### src/rtl/multicycle_control_fsm.sv
// Control sequencer for the multi-cycle MIPS datapath (ADD/SUB/AND/OR/SLT/ADDI/LW/SW/BEQ/J).
// Define MC_PERF_COUNT_EN to add cycle_cnt_out / instr_cnt_out performance counters.
module multicycle_control_fsm #(
    parameter int unsigned CNT_W = 32
) (
    input  logic       clk_in,
    input  logic       reset_n_in,
    input  logic [5:0] op_in,
    input  logic [5:0] func_in,
    input  logic       mem_ready_in,
    output logic       pc_write_out,
    output logic       branch_out,
    output logic       iord_out,
    output logic       mem_read_out,
    output logic       mem_write_out,
    output logic       ir_write_out,
    output logic       mem_to_reg_out,
    output logic       reg_dst_out,
    output logic       reg_write_out,
    output logic       alu_src_a_out,
    output logic [1:0] alu_src_b_out,
    output logic [1:0] alu_op_out,
    output logic [1:0] pc_src_out,
    output logic [3:0] state_out,
    output logic       illegal_op_out
`ifdef MC_PERF_COUNT_EN
    ,
    output logic [CNT_W-1:0] cycle_cnt_out,
    output logic [CNT_W-1:0] instr_cnt_out
`endif
);

    typedef enum logic [3:0] {
        S_FETCH   = 4'd0,
        S_DECODE  = 4'd1,
        S_MEMADR  = 4'd2,
        S_MEMRD   = 4'd3,
        S_MEMWB   = 4'd4,
        S_MEMWR   = 4'd5,
        S_R_EX    = 4'd6,
        S_R_WB    = 4'd7,
        S_BEQ_EX  = 4'd8,
        S_ADDI_EX = 4'd9,
        S_ADDI_WB = 4'd10,
        S_JUMP    = 4'd11,
        S_TRAP    = 4'd12
    } state_e;

    localparam logic [5:0] OP_RTYPE = 6'b000000;
    localparam logic [5:0] OP_LW    = 6'b100011;
    localparam logic [5:0] OP_SW    = 6'b101011;
    localparam logic [5:0] OP_ADDI  = 6'b001000;
    localparam logic [5:0] OP_BEQ   = 6'b000100;
    localparam logic [5:0] OP_J     = 6'b000010;

    localparam logic [5:0] FN_ADD = 6'b100000;
    localparam logic [5:0] FN_SUB = 6'b100010;
    localparam logic [5:0] FN_AND = 6'b100100;
    localparam logic [5:0] FN_OR  = 6'b100101;
    localparam logic [5:0] FN_SLT = 6'b101010;

    if (CNT_W < 1) begin : g_bad_cnt_w
        $error("CNT_W must be at least 1");
    end

    state_e state_q, state_d;
    logic   func_legal;

    assign func_legal = func_in inside {FN_ADD, FN_SUB, FN_AND, FN_OR, FN_SLT};

    always_ff @(posedge clk_in or negedge reset_n_in) begin
        if (!reset_n_in) state_q <= S_FETCH;
        else             state_q <= state_d;
    end

    // Next-state decode; mem_ready_in only matters in the three memory-access states.
    always_comb begin
        state_d = state_q;
        case (state_q)
            S_FETCH:   if (mem_ready_in) state_d = S_DECODE;
            S_DECODE: begin
                case (op_in)
                    OP_RTYPE:     state_d = func_legal ? S_R_EX : S_TRAP;
                    OP_LW, OP_SW: state_d = S_MEMADR;
                    OP_ADDI:      state_d = S_ADDI_EX;
                    OP_BEQ:       state_d = S_BEQ_EX;
                    OP_J:         state_d = S_JUMP;
                    default:      state_d = S_TRAP;
                endcase
            end
            S_MEMADR:  state_d = (op_in == OP_SW) ? S_MEMWR : S_MEMRD;
            S_MEMRD:   if (mem_ready_in) state_d = S_MEMWB;
            S_MEMWB:   state_d = S_FETCH;
            S_MEMWR:   if (mem_ready_in) state_d = S_FETCH;
            S_R_EX:    state_d = S_R_WB;
            S_R_WB:    state_d = S_FETCH;
            S_BEQ_EX:  state_d = S_FETCH;
            S_ADDI_EX: state_d = S_ADDI_WB;
            S_ADDI_WB: state_d = S_FETCH;
            S_JUMP:    state_d = S_FETCH;
            default:   state_d = S_TRAP;
        endcase
    end

    // Control decode from the state register, forced to zero while reset is held.
    always_comb begin
        pc_write_out   = 1'b0;
        branch_out     = 1'b0;
        iord_out       = 1'b0;
        mem_read_out   = 1'b0;
        mem_write_out  = 1'b0;
        ir_write_out   = 1'b0;
        mem_to_reg_out = 1'b0;
        reg_dst_out    = 1'b0;
        reg_write_out  = 1'b0;
        alu_src_a_out  = 1'b0;
        alu_src_b_out  = 2'b00;
        alu_op_out     = 2'b00;
        pc_src_out     = 2'b00;
        illegal_op_out = 1'b0;
        state_out      = 4'd0;
        if (reset_n_in) begin
            state_out = state_q;
            case (state_q)
                S_FETCH: begin
                    mem_read_out  = 1'b1;
                    alu_src_b_out = 2'b01;
                    ir_write_out  = mem_ready_in;
                    pc_write_out  = mem_ready_in;
                end
                S_DECODE:  alu_src_b_out = 2'b11;
                S_MEMADR: begin
                    alu_src_a_out = 1'b1;
                    alu_src_b_out = 2'b10;
                end
                S_MEMRD: begin
                    iord_out     = 1'b1;
                    mem_read_out = 1'b1;
                end
                S_MEMWB: begin
                    mem_to_reg_out = 1'b1;
                    reg_write_out  = 1'b1;
                end
                S_MEMWR: begin
                    iord_out      = 1'b1;
                    mem_write_out = 1'b1;
                end
                S_R_EX: begin
                    alu_src_a_out = 1'b1;
                    alu_op_out    = 2'b10;
                end
                S_R_WB: begin
                    reg_dst_out   = 1'b1;
                    reg_write_out = 1'b1;
                end
                S_BEQ_EX: begin
                    alu_src_a_out = 1'b1;
                    alu_op_out    = 2'b01;
                    pc_src_out    = 2'b01;
                    branch_out    = 1'b1;
                end
                S_ADDI_EX: begin
                    alu_src_a_out = 1'b1;
                    alu_src_b_out = 2'b10;
                end
                S_ADDI_WB: reg_write_out = 1'b1;
                S_JUMP: begin
                    pc_src_out   = 2'b10;
                    pc_write_out = 1'b1;
                end
                S_TRAP:  illegal_op_out = 1'b1;
                default: ;
            endcase
        end
    end

`ifdef MC_PERF_COUNT_EN
    logic [CNT_W-1:0] cycle_cnt_q, instr_cnt_q;

    // Instruction count ticks on each completed instruction's return to FETCH.
    always_ff @(posedge clk_in or negedge reset_n_in) begin
        if (!reset_n_in) begin
            cycle_cnt_q <= '0;
            instr_cnt_q <= '0;
        end else begin
            if (state_q != S_TRAP) cycle_cnt_q <= cycle_cnt_q + CNT_W'(1);
            if (state_q != S_FETCH && state_d == S_FETCH) instr_cnt_q <= instr_cnt_q + CNT_W'(1);
        end
    end

    assign cycle_cnt_out = cycle_cnt_q;
    assign instr_cnt_out = instr_cnt_q;
`endif

endmodule

### config.mk
export PLATFORM = sky130hd
export DESIGN_NAME = multicycle_control_fsm
export DESIGN_NICKNAME = d
export VERILOG_FILES = /design/src/rtl/multicycle_control_fsm.sv
export SDC_FILE = /design/constraint.sdc
export NUM_CORES = 1
export LEC_CHECK = 0
export CAP_MARGIN = 30
export CORE_MARGIN = 4
export CORE_UTILIZATION = 35
export CTS_CLUSTER_DIAMETER = 200
export DETAILED_ROUTE_END_ITERATION = 6
export GPL_TIMING_DRIVEN = 0
export HOLD_SLACK_MARGIN = 0.05
export PLACE_DENSITY = 0.75
export SLEW_MARGIN = 20
export SYNTH_ARGS = -nofsm -noshare
export SYNTH_HDL_FRONTEND = slang
export SYNTH_SLANG_ARGS = --single-unit
### constraint.sdc
create_clock -name clk_in -period 2 [get_ports clk_in]
set_input_delay 0.6 -clock clk_in [delete_from_list [all_inputs] [get_ports clk_in]]
set_output_delay 0.6 -clock clk_in [all_outputs]
set_load 0.01 [all_outputs]
; After elaboration in Yosys (flattened, before gate mapping)
; Index checks and enable logic that the tools add are counted.
[classes]
n_eq_ne = 25
muxes = 36
reduce_logical = 11
[ops]
columns = cell, n
row1 = $eq A6 B6 Y1 const B, 7
row2 = $pmux W4 S8, 1
row3 = $mux W1, 21
row4 = $eq A4 B4 Y1 const B, 5
row5 = $mux W4, 5
row6 = $pmux W4 S5, 1
row7 = $eq A4 B3 Y1 const B, 4
row8 = $eq A4 B2 Y1 const B, 2
row9 = $pmux W2 S2, 2
row10 = $reduce_or A2 Y1, 4
row11 = $eq A6 B2 Y1 const B, 1
row12 = $eq A6 B3 Y1 const B, 1
row13 = $eq A6 B4 Y1 const B, 1
row14 = $logic_not A6 Y1, 1
row15 = $mux W2, 3
row16 = $ne A2 B2 Y1 const B, 3
row17 = $pmux W2 S3, 1
row18 = $reduce_bool A5 Y1, 1
row19 = $reduce_or A5 Y1, 1
row20 = $eq A4 B1 Y1 const B, 1
row21 = $logic_not A4 Y1, 1
row22 = $reduce_or A4 Y1, 1
row23 = $mux W3, 1
row24 = $reduce_and A3 Y1, 1
row25 = 2 further kinds, 2
[word_totals]
word_cells = 73
regBits = 4
inputBits = 15
out_inout_bits = 21

; Logic depth before layout (Yosys ltp)
[logic_depth]
ltp_word = 5
depth_mapped = 5
depth_no_buf = 4

; Least setup slack after synthesis
; OpenSTA, ideal clock, no wires.
[synth_path]
path_kind = reg-to-output
startpoint = register state_q[2]
endpoint = output alu_op_out[0]
arrival_ps = 1473
required_ps = 1400
n_path_buf = 3
slack_ps = -73
path_stages_with_launch = 5
cell_sequence = dfrtp_1 > buf_2 > buf_2 > nor4_1 > buf_4
[synth_between]
elab_chain_cells = 3
[synth_rtl]
columns = item, line_no
row1 = "start, declared", 66  ; state_e state_q, state_d;
row2 = "start signal, assigned", 73  ; else state_q <= state_d;
row3 = $eq A4 B4 Y1 / $eq A4 B3 Y1 (equally long branches), 124  ; case (state_q)
row4 = $pmux W2 S2 *, 124
row5 = $mux W2 *, 122  ; if (reset_n_in) begin
row6 = "end, declared", 22  ; output logic [1:0] alu_op_out,
; Mark *: on every way between the ends. The rest lies on a longest branch, timed or not.

; Worst setup path in the final report
[layout_path]
startpoint = input op_in[3]
endpoint = register state_q[2]
[layout_between]
elab_chain_cells = 4
[layout_rtl]
columns = item, line_no
row1 = "start, declared", 8  ; input logic [5:0] op_in,
row2 = $eq A6 B6 Y1 (on tied branches), "82, 91"
row3 = $reduce_or A2 Y1, 82  ; case (op_in)
row4 = $pmux W4 S5, 82
row5 = $pmux W4 S8 *, 79  ; case (state_q)
; Marked as above.
; A chain may end at the register's enable or synchronous reset.

==> key figures <==
Yosys
  – Area leader, netlist: dfrtp_1
  – Flop and latch count out of synthesis: 4
  – Ys async rst share: 1.00
  – Synthesized area: 631 µm²
  – Yosys top cell area share: 0.159
  – Synth Warn #: 0
  – Synth top area cells: dfrtp_1, nor2_1, nand2b_1, nand2_1, nor2b_1
  – Seq/Total Area, Yosys: 0.159
  – Synthesized area per cell: 6.93 µm²
  – Distinct cell type count after synthesis: 37
  – Ys flop type: dfrtp_1
  – Synthesized instance count: 91
  – EDFF count, synth: 0
  – Mapped Nets: 106

Power
  – Peak VDD IR: 0.000803 V
  – Leak: 0.571 nW
  – Total Power: 1.30 mW
  – Power Dens Cells: roughly 1000 nW/µm²

Die
  – Core Footprint: 1710 µm²
  – Starting Density: 0.369
  – I/O pins: 36
  – Die area: 2540 µm²
  – # rows: 15
  – Die X: 50.4 µm
  – Die height: 50.4 µm

STA
  – Fin. Hold Viols: 0
  – Final setup margin: -0.0346 ns
  – Final Max Slew Viols: 0
  – RSZ-0062 raised after global routing: yes
  – Achievable Freq: 492 MHz
  – Setup TNS: -0.0989 ns
  – Final setup fails: 4
  – Final Skew: 0.000887 ns
  – Hold WS: 0.173 ns
  – Worst Tran Pin Value: 0.577 ns
  – Max transition margin: 0.614
  – Tcrit/Tclk final: 1.02
  – Minimum clock period: approximately 2.0 ns

Final layout
  – Area growth syn-to-layout: 101%
  – Commonest non-fill, non-tap cell in the layout: buf_4
  – Nets: 165
  – N_diodes: 0
  – Util after Layout: 0.743
  – Highest-count cells in the layout ignoring fill and taps: buf_4, clkdlybuf4s50_1, nor2_1
  – Top reg by flops: state_q
  – Max reg flops: 4
  – Cell area after layout: 1270 µm²
  – Share of layout cells above drive strength 1: 0.486
  – Biggest regs: state_q: 4 flops
  – Post-route insts no fill: 173

Critical path
  – WS Path Type: in2reg
  – Crit path launch: op_in[3]
  – Crit end category: register
  – Capture point of the worst reg-to-reg path: state_q[0]
  – Flop2flop setup slack: 0.43 ns
  – Worst r2r src: state_q[2]
  – Startpoint class of the critical path: input port
  – Worst path arrival time: about 2.2 ns
  – WP data required: 2.16 ns
  – Worst R2R Path Depth: 5
  – Peak fanout along the critical path: 6

Route
  – DRC Markers: 0
  – DR vias: 947
  – Final antenna-violating net count: 0
  – Drt first pass iters: 4
  – DR WL/cell: roughly 17 µm
  – DRT Wirelength: about 3 mm
  – 1st-iter DRT viols: 27
  – Vias per inst: 5.47

Place
  – PortBufs: 35
  – Routability congestion estimate: ~0.9
  – Placement Cell Area: 1020 µm²
  – DP HPWL: 1.68 mm
  – Pre-CTS WS: -1.14 ns
  – Placed instance count: 151

Clock network
  – Clock Latency Late Sink: around 0.23 ns
  – TritonCTS Buffers: 3
  – CTS tree: yes
  – Hold buffer count at cts: 0
  – Worst-path clk slew: 0.04 ns
  – # clock sinks: 4
  – Clock Path Buffers: 2
  – Clk root buf: clkbuf_4
  – H-tree Lvls: 1

Outcome
  – Status: finished, violations left
  – Failing checks: negative setup slack

Global route
  – Initial antenna violation count: 0
  – GR Overflow Total: 0
  – First-pass GRT wire length: 4.11 mm
  – Number of global-route vias before repair: 884
  – Largest net degree at the start of global routing: 14
  – Total track usage: 0.205

Hold path
  – Worst min path class: in2async

Flow run
  – Max-Cap Viols: 0
-- what timing repair did --
item | 4_1_cts | 5_1_grt
endpoints found under the setup margin | 21 | 18
buffers inserted | 11 | 9
gates cloned | 0 | 0
gates resized for setup | 85 | 32
pin swaps | 4 | 8
-- worst max-delay path by stage --
stage	to	slack, ns	cells past startpoint
3_3_place_gp	pc_src_out[0]	-1.08	5
5_1_grt	state_q[2]	-0.14	5
2_1_floorplan	alu_op_out[0]	0.12	4
4_1_cts	alu_src_b_out[1]	-0.13	5
6_report	state_q[2]	-0.03	5
3_5_place_dp	pc_src_out[0]	-1.14	5
-- cells in the mapped netlist, types with 2 or more instances --
cell / number
a21oi_1: 2
a22oi_1: 3
and2_1: 3
buf_2: 4
buf_4: 2
dfrtp_1: 4
mux2i_1: 2
nand2_1: 10
nand2b_1: 7
nand3_1: 2
nor2_1: 15
nor2b_1: 4
nor3_1: 4
nor4_1: 2
o21ai_0: 2
o21ai_1: 2
or3_1: 2
xor2_1: 2
-- critical path, cell delays in order --
cell             delay (ns)
clkdlybuf4s50_1        0.61
xor2_1                 0.14
a2111oi_1              0.61
nand2b_1               0.13
nand3_1                0.09
-- logic make-up after synthesis --
logic type | after synthesis | synth area share
xor+xnor | 3 | 0.0417
simple gates | 55 | 0.450
mux | 2 | 0.0317
flops | 4 | 0.159
buf+inv | 8 | 0.0674
compound gates | 19 | 0.250
-- report_power, final --
part | internal [mW] | switching [mW] | total, mW
clock network | 0.0669 | 0.0292 | 0.0961
logic | 0.530 | 0.518 | 1.05
registers | 0.114 | 0.0409 | 0.155
total | 0.711 | 0.588 | 1.30
-- final cells by class --
type	count	area, µm²
Fill cell	113	439
Multi-Input combinational cell	79	588
Clock buffer	3	22.5
Tap cell	25	31.3
Timing Repair Buffer	55	437
Inverter	1	3.75
Buffer	6	83.8
Sequential cell	4	103
-- metal layers --
layer  vias to the layer above  routed length, µm  global-route usage
met3                         8                213              0.0178
met2                        54               1500               0.357
met5                         -                  0                   0
met1                       445               1160               0.257
li1                        440                  -                   -
met4                         0                 44              0.0807
Note: power is estimated with default switching activity, not from simulation.
